[config.mk]
export PLATFORM = sky130hd
export DESIGN_NAME = pc_addr_gen
export DESIGN_NICKNAME = d
export VERILOG_FILES = /design/src/rtl/pc_addr_gen.sv
export SDC_FILE = /design/constraint.sdc
export NUM_CORES = 1
export LEC_CHECK = 0
export CAP_MARGIN = 20
export CORE_ASPECT_RATIO = 1.4
export CORE_MARGIN = 2
export CORE_UTILIZATION = 40
export DETAILED_ROUTE_END_ITERATION = 16
export GPL_ROUTABILITY_DRIVEN = 0
export PLACE_DENSITY = 0.62
export RECOVER_POWER = 25
export SLEW_MARGIN = 20
export SYNTH_ARGS = -nofsm -noshare
export SYNTH_HDL_FRONTEND = slang
export SYNTH_SLANG_ARGS = --single-unit
[constraint.sdc]
create_clock -name clk -period 6 [get_ports clk]
set_input_delay 1.2 -clock clk [delete_from_list [all_inputs] [get_ports clk]]
set_output_delay 1.2 -clock clk [all_outputs]
set_load 0.05 [all_outputs]
[src/rtl/pc_addr_gen.sv]
// Program counter / fetch-address generator feeding the address latch.
// Supports increment, load, relative branch and call/return through a small return stack.
module pc_addr_gen #(
  parameter int              AW      = 16,
  parameter int              DEPTH   = 4,
  parameter logic [AW-1:0]   RST_VEC = '0
) (
  input  logic          clk,
  input  logic          rst_n,
  input  logic          inc,
  input  logic          load,
  input  logic          branch,
  input  logic          call,
  input  logic          ret,
  input  logic [AW-1:0] load_addr,
  input  logic [7:0]    offset,
  output logic [AW-1:0] pc_out,
  output logic          ale,
  output logic          stk_full,
  output logic          stk_empty,
  output logic          stk_err
);

  localparam int SPW = $clog2(DEPTH) + 1;
  localparam int IDW = $clog2(DEPTH);

  logic [AW-1:0]  pc_q, pc_d;
  logic           ale_q, ale_d;
  logic           err_q, err_d;
  logic [SPW-1:0] sp_q, sp_d;
  logic [AW-1:0]  stack_q [DEPTH];
  logic [AW-1:0]  stack_d [DEPTH];

  logic [AW-1:0]  pc_inc;
  logic [AW-1:0]  pc_br;
  logic [SPW-1:0] sp_dec;
  logic [IDW-1:0] push_idx;
  logic [IDW-1:0] pop_idx;

  assign stk_full  = (sp_q == SPW'(DEPTH));
  assign stk_empty = (sp_q == '0);

  assign pc_inc   = pc_q + AW'(1);
  assign pc_br    = pc_q + {{(AW-8){offset[7]}}, offset};
  assign sp_dec   = sp_q - SPW'(1);
  assign push_idx = sp_q[IDW-1:0];
  assign pop_idx  = sp_dec[IDW-1:0];

  // Priority ret > call > load > branch > inc; a rejected ret/call consumes the cycle.
  always_comb begin
    pc_d    = pc_q;
    sp_d    = sp_q;
    ale_d   = 1'b0;
    err_d   = 1'b0;
    stack_d = stack_q;
    if (ret) begin
      if (stk_empty) begin
        err_d = 1'b1;
      end else begin
        sp_d  = sp_dec;
        pc_d  = stack_q[pop_idx];
        ale_d = 1'b1;
      end
    end else if (call) begin
      if (stk_full) begin
        err_d = 1'b1;
      end else begin
        stack_d[push_idx] = pc_inc;
        sp_d  = sp_q + SPW'(1);
        pc_d  = load_addr;
        ale_d = 1'b1;
      end
    end else if (load) begin
      pc_d  = load_addr;
      ale_d = 1'b1;
    end else if (branch) begin
      pc_d  = pc_br;
      ale_d = 1'b1;
    end else if (inc) begin
      pc_d  = pc_inc;
      ale_d = 1'b1;
    end
  end

  always_ff @(posedge clk or negedge rst_n) begin
    if (!rst_n) begin
      pc_q  <= RST_VEC;
      ale_q <= 1'b0;
      err_q <= 1'b0;
      sp_q  <= '0;
    end else begin
      pc_q  <= pc_d;
      ale_q <= ale_d;
      err_q <= err_d;
      sp_q  <= sp_d;
    end
  end

  // Entries are cleared on reset so a stray read can never propagate X.
  always_ff @(posedge clk or negedge rst_n) begin
    if (!rst_n) begin
      for (int i = 0; i < DEPTH; i++) stack_q[i] <= '0;
    end else begin
      for (int i = 0; i < DEPTH; i++) stack_q[i] <= stack_d[i];
    end
  end

  assign pc_out  = pc_q;
  assign ale     = ale_q;
  assign stk_err = err_q;

endmodule

==> results of run 1 <==
==> cell families (layout without fill, tap and decap cells) <==
kind of cell             after synthesis  after routing  synth area share
XOR/XNOR                              29             29            0.0506
AND/OR/NAND/NOR                      204            204             0.182
buffers and inverters                 38             79            0.0304
AO/OA/AOI/OAI                        154            154             0.180
flip-flops                            85             85             0.424
adder cells (fa/ha/maj)               23             23            0.0589
multiplexers                          17             17            0.0739
==> sequential cells by signal, summed over array words and instances, names as in the netlist <==
name     cells
stk_err      1
stack_q     64
sp_q         3
pc_out      16
ale          1
==> layer usage <==
metal	up-vias	share of wire	track usage
li1	2020	-	-
met1	2069	0.42	0.261
met2	120	0.51	0.345
met4	0	0.031	0.0967
met5	-	0	0
met3	30	0.041	0.0278
==> power by group <==
group	internal, mW	switching, mW
Sequential	0.832	0.230
Clock	0.345	0.232
Combinational	0.686	0.984
==> cells in the final DEF (no fill, tap or decap), drive strengths merged, types with 3 or more instances in the layout <==
master         synthesis  routed
buf                    6       6
ha                    22      22
a31oi                  5       5
and2                   7       7
inv                    8       8
nor3b                  3       3
nor2                  34      34
a21o                   3       3
nor3                  10      10
mux4                  16      16
nand3                 11      11
a21oi                 28      28
a211oi                11      11
nand2b                 4       4
nand2                112     112
a221oi                 3       3
o31ai                  4       4
nor2b                  6       6
or3                    4       4
xor2                  11      11
nand4                  7       7
xnor2                 18      18
o21ai                 83      83
clkdlybuf4s50          0      49
dfrtp                 85      85
clkbuf                24      11
==> stage by stage <==
stage / area [um2] / setup slack, ns / cells
6_report: 5930 / 2.24 / 741
5_1_grt: 5930 / 1.96 / 741
4_1_cts: 5920 / 2.25 / 740
3_5_place_dp: 5610 / 1.91 / 724
3_3_place_gp: 5610 / 1.94 / 724
2_1_floorplan: 5010 / 2.80 / 550
==> how the worst max path moves through the flow <==
stage | endpoint | from
floorplan | pc_out[12]$_DFFE_PN0P_ | offset[0]
global placement | pc_out[12]$_DFFE_PN0P_ | offset[0]
detailed placement | pc_out[12]$_DFFE_PN0P_ | offset[0]
CTS | pc_out[12]$_DFFE_PN0P_ | offset[0]
global route | pc_out[11]$_DFFE_PN0P_ | ret
finish | pc_out[11]$_DFFE_PN0P_ | ret
==> worst reg2reg max path, stage by stage (launching register included) <==
cell and delay (ns):
dfrtp_1 0.40, inv_1 0.10, ha_1 0.24, ha_1 0.28
a22oi_1 0.45, nand2b_1 0.52, inv_1 0.52, o31ai_1 0.14
a21oi_1 0.18, o31ai_1 0.09
==> final cells by class <==
type / count / area, um2 / area share
multi-input combinational: 427 / 2740 / 0.461
clock buffer: 11 / 253 / 0.0426
sequential: 85 / 2130 / 0.358
clock inverter: 5 / 58.8 / 0.00991
tap: 150 / 188 / 0.0316
timing repair buffer: 55 / 543 / 0.0915
inverter: 8 / 30.0 / 0.00506
==> metrics list, run 1 <==
- The run finished with clean final reports.
* Slowest library cell on the worst path: nand2b_1
- Time the final worst path needs with I/O delays and setup: 3.76 ns
- In this run, the number of DRC markers left after iteration 0 of detailed routing was 287.
- Overall die width: 98.6 um
- Post-CTS setup buffers: 0
* Worst slack on hold paths: 0.477 ns
- Die area: 13500 um2
* Sum Neg Setup Slack: 0 ns
- The tool flagged a number of max-cap violations equal to 0.
* Cell Chain, Critical Path: clkdlybuf4s50_1 > buf_4 > nor2b_1 > a22oi_1 > nand2b_1 > inv_1 > o31ai_1 > a21oi_1 > o31ai_1
- Worst path most repeated cell: o31ai_1
- Quantity of I/O buffers inserted on ports: 50
- The cell count after synthesis came out at 550.
- Once layout is complete, the utilization of the core stands at 0.482.
- In this run the clock root is driven by a clkbuf_16.
* Clock slew at the register clock pins of the worst setup and hold paths: 0.06 ns
- Syn avg cell area: 9.12 um2
* Final Setup Violations: 0
- At the end of the flow, the number of nets in the layout was 640.
* Global-route wire length before repair: 21700 um
- Number of max-slew violations in the final report: 0
* Die H: 136 um
- Filler Cells Inserted: 1144
* FP Rows: 48
- In the routed design, unresolved DRC markers number 0.
- The commonest cells after synthesis are nand2_1 (112), dfrtp_1 (85), o21ai_0 (76).
- Headroom to the max-slew limit: 0.321
- Power consumption: 3.31 mW
* Yosys warning count: 0
* Number of library cell types mapped by synthesis: 50
- The via count of the first global-routing pass was 4253.
- H-tree depth: 3
* Clk_skew: 0.00676 ns
- Counting every sink on the clock net gives 85.
- CP Data Required Time: 6.22 ns
- The critical path runs through a total of 9 cells.
- The worst setup path is captured at a flop.
* Top-Level Pins: 51
- TritonCTS clock tree: yes
- Of the synthesized area, sequential elements account for 0.424.
* Setup repair after global routing missed its margin: no
- The startpoint identified for the worst register-to-register timing path is sp_q[1]$_DFFE_PN0P_.
- Number of enable flip-flop cells after synthesis: 0
* Antenna cell count: 0
* Yosys top cell by area: dfrtp_1
- Dividing total power by cell area gives a power density of 558 nW/um2.
* Worst-case clock buffer depth: 2
- Worst hold path class: reg -> reg
- In the final layout, the share of cells above drive strength 1 is 0.0829.
* Reported leakage power: 2.50 nW
* Cell depth of the worst flop-to-flop path: 9
* Total iterations of the first detailed-routing run: 5
- Entering global routing, the biggest net connects 86 pins.
- In the synthesized netlist the dominant register cell turns out to be dfrtp_1.
- Counting both buffers and inverters, the worst setup path holds a total of 3.
* Total congestion overflow after global routing: 0
- Syn-to-layout area delta: 18.3%
- At the pin with the least slew margin, the transition time is 1.02 ns.
- After synthesis the netlist holds a flip-flop and latch count of 85.
- The worst hold path terminates at stack_q[1]$_DFFE_PN0P_.
- Dividing the detail-routed via count by the number of cells gives 5.72.
- Source of the worst hold timing path: stack_q[1]$_DFFE_PN0P_
* Starting density of the core: 0.407
- Post-synthesis async set-or-reset flop share: 1.00
- Dividing the final minimum period by the clock period gives 0.627.
- Netlist Area Pre-Place: 5010 um2
- The number of hold buffers added after CTS was 0.
* Worst vdd ir: 0.211 mV
- The total count of hold-check failures in the final report came to 0.
- GRT Total Usage: 0.205
* HPWL reported at the end of detailed placement: 9280 um
- Antenna violations before repair: 0
- CP peak stage delay: 0.52 ns
* Residual antenna-violating net count after detailed routing: 0
- The clock reaches the later pin of the worst-skew pair after 0.34 ns.
- Ranked by total cell area, the synthesized netlist is headed by dfrtp_1 (42%), nand2_1 (8.4%), o21ai_0 (7.6%).
- In this run the critical register-to-register path is captured at pc_out[11]$_DFFE_PN0P_.
- CTS resizes: 0
- Detailed-route via count: 4239
* Path type of the worst setup path: in -> reg
- The cell family contributing the most delay on the critical path is buffers and inverters.
* Highest attainable clock frequency: 0.266 GHz
* Worst Hold Depth: 2
* Number of buffers inserted during clock tree synthesis: 9
- Total Routed Length: 13200 um
- Top-area cell type share of the netlist area: 0.424
* Internal reg-to-reg setup slack: 2.97 ns
- Of all nets on the critical path, the largest fanout is 42.
* Cell with the most instances after synthesis: nand2_1
- Arrival time reported for the critical path endpoint: 3.98 ns
* Total nets after synthesis: 604
- STA classifies the critical path startpoint as an input pin.
- The total area inside the core boundary comes to 12300 um2.
* Average wire per cell in the routed design: 17.8 um
Note: power is estimated with default switching activity, not from simulation.
==> run 2: changes to the inputs <==
- clock period: 6 -> 3.65 ns (I/O delays scaled with it)
==> metrics list, run 2 (synthesis gave the netlist of run 1 again) <==
- The clock sink count came to 85 (unchanged).
* First DRT Iteration DRCs: 325 (+13%)
* Arrival time reported for the critical path endpoint: 3.23 ns (-0.75 ns)
* Clock insertion delay at the later pin of the skew report: 0.34 ns (about the same)
* Total Nets Final: 649 (+1.4%)
- The max-capacitance violation count came to 1 (+1).
* Biggest fanout along the worst timing path: 3 (-93%)
- Average wire per cell in the routed design: 17.1 um (-4.2%)
- The DRC violation count after routing came to 0 (unchanged).
- CP Data Required Time: 3.88 ns (-2.34 ns)
- Cell Chain, Critical Path: clkdlybuf4s50_1 > ha_1 > fa_1 > a21o_1 > a221oi_2 > o21ba_2 > o21bai_1 > a21oi_1 > xor2_1 > o311ai_0
* Status: complete, but fails checks
- Clock root buffer master: clkbuf_16
- The count of vias placed by the detailed router is 4183 (-1.3%).
- Based on the critical path, the design can be clocked at up to 0.333 GHz.
- Final number of hold-violating endpoints: 0 (unchanged)
- Top-Level Pins: 51 (unchanged)
* Cell type group with the largest total delay on the critical path: compound AO/OA/AOI/OAI gates
- Worst R2R End: pc_out[12]$_DFFE_PN0P_
- The worst reg-to-reg setup slack was 0.91 ns (-2.06 ns).
- Total Routed Length: 12800 um (-3.0%)
- The level count of the clock H-tree was 3 (unchanged).
- Path type of the worst setup path: in -> reg
- The largest individual stage delay along the critical path comes from the cell clkdlybuf4s50_1.
* Pin count of the biggest net entering global routing: 69 (-20%)
- The startpoint identified for the worst hold timing path is stack_q[33]$_DFFE_PN0P_.
* Critical path buffers and inverters: 1 (-2)
- Global-route wire length before repair: 20800 um (-4.1%)
* TritonCTS clock tree: yes
* Biggest register: stack_q
* Time the final worst path needs with I/O delays and setup: 3.01 ns
- The die footprint came to 13500 um2 (unchanged).
- Worst-case clock buffer depth: 2 (unchanged)
* Power density over the cells: 901 nW/um2 (+62%)
- The post-route setup TNS is 0 ns (unchanged).
- The hold buffer count at CTS came to 0 (unchanged).
- The number of nets with antenna violations after detailed routing is 0 (unchanged).
* Antenna violations before repair: 0 (unchanged)
* Worst vdd ir: 0.262 mV (+24%)
* Commonest cells after routing, fill and taps aside: nand2_1 (112), dfrtp_1 (85), o21ai_0 (76)
* Leading cell type in the layout, fill and taps excluded: nand2_1
- The critical path starts at offset[0].
- Clk_skew: 0.00576 ns (-0.000992 ns)
- The final setup violation count came to 0 (unchanged).
- The layout cell share with drive strength beyond 1 was 0.0950 (+0.0121).
* Overall die width: 98.6 um (unchanged)
- Vias in the first global route: 4083 (-4.0%)
- Total congestion overflow after global routing: 0 (unchanged)
- Reported leakage power: 2.54 nW (+1.5%)
- The post-cts resize count came to 0 (unchanged).
- FP Rows: 48 (unchanged)
* GRT Total Usage: 0.196 (-0.00881)
- The antenna diode count is 0 (unchanged).
* Number of buffers inserted during clock tree synthesis: 9 (unchanged)
* Total iterations of the first detailed-routing run: 4 (-1)
- Endpoint of the worst hold-timing path: stack_q[33]$_DFFE_PN0P_
* Routed vias/inst: 5.58 (-2.5%)
- Setup repair after global routing missed its margin: no
- Tcrit/Tclk final: 0.823
* Worst hold path class: reg -> reg
* Starting density of the core: 0.407 (unchanged)
- Worst Hold Depth: 2 (unchanged)
* Die H: 136 um (unchanged)
* Post-CTS setup buffers: 0 (unchanged)
- Total placed instance area: 5680 um2 (+1.3%)
* Startpoint class of the critical path: input pin
- CP peak stage delay: 0.42 ns (-0.10 ns)
- Final standard cell area without fillers: 5970 um2 (+0.63%)
- Floorplan core area: 12300 um2 (unchanged)
- Relative to the synthesized area, the layout overhead comes to 19.1%.
* Number of max-slew violations in the final report: 69 (+69)
- The transition time at the pin with the least slew margin came to 1.64 ns (+0.623 ns).
- The worst slew margin relative to its limit is -0.0924 (-0.413).
* Quantity of I/O buffers inserted on ports: 50 (unchanged)
* Max reg flops: 64 (unchanged)
- The clock transition at the registers of the reported paths was 0.06 ns (about the same).
- Critical path endpoint category: flop
* Worst r2r src: pc_out[0]$_DFFE_PN0P_
* Cell depth of the worst flop-to-flop path: 9 (unchanged)
- Worst slack on hold paths: 0.475 ns (-0.00176 ns)
* HPWL reported at the end of detailed placement: 9310 um (+0.28%)
- Violations in the final reports: max-capacitance violations, max-slew violations
==> run 2: cell types whose count changed in the layout (fill, tap and decap cells not counted), sizes merged <==
cell and change:
clkinv +2, inv +1, clkinvlp -2, buf +8
==> run 2: worst max-delay path by stage <==
stage / end / cells past startpoint / slack, ns
detailed placement: pc_out[12]$_DFFE_PN0P_ / 10 / 0.27
global route: pc_out[12]$_DFFE_PN0P_ / 10 / 0.46
CTS: pc_out[12]$_DFFE_PN0P_ / 10 / 0.62
floorplan: pc_out[9]$_DFFE_PN0P_ / 12 / 0.74
global placement: pc_out[12]$_DFFE_PN0P_ / 10 / 0.28
finish: pc_out[12]$_DFFE_PN0P_ / 10 / 0.64
==> run 2: layout make-up <==
| class | count | area, um2 |
|---|---|---|
| Inverter | 8 | 30.0 |
| Tap cell | 150 | 188 |
| Sequential cell | 85 | 2130 |
| Timing Repair Buffer | 64 | 601 |
| Clock inverter | 6 | 62.6 |
| Multi-Input combinational cell | 427 | 2740 |
| Clock buffer | 10 | 229 |
| Fill cell | 1169 | 6340 |
==> run 2: worst register-to-register path: stages, from the launching register on <==
cell	delay (ns)
dfrtp_1	0.50
ha_1	0.28
fa_1	0.42
a21o_1	0.22
a221oi_2	0.35
o21ba_2	0.22
o21bai_1	0.06
a21oi_1	0.19
xor2_1	0.09
o311ai_0	0.30
==> run 2: through the flow <==
stage / setup WS [ns] / cells / power, mW / util
floorplan: 0.743 / 550 / 3.67 / -
global route: 0.465 / 750 / 5.78 / 0.485
global placement: 0.280 / 734 / 4.42 / 0.462
detailed placement: 0.274 / 734 / 4.48 / 0.462
CTS: 0.621 / 750 / 5.41 / 0.485
finish: 0.645 / 750 / 5.38 / 0.485
==> run 2: where the power goes <==
group	internal [mW]	switching, mW
sequential	1.37	0.373
combinational	1.16	1.58
clock	0.530	0.369
total	3.05	2.33
==> run 2: layer usage <==
| layer | track usage | wire [um] |
|---|---|---|
| met1 | 0.250 | 5620 |
| met2 | 0.336 | 6520 |
| met3 | 0.0334 | 493 |
| met4 | 0.0708 | 163 |
| met5 | 0 | 0 |
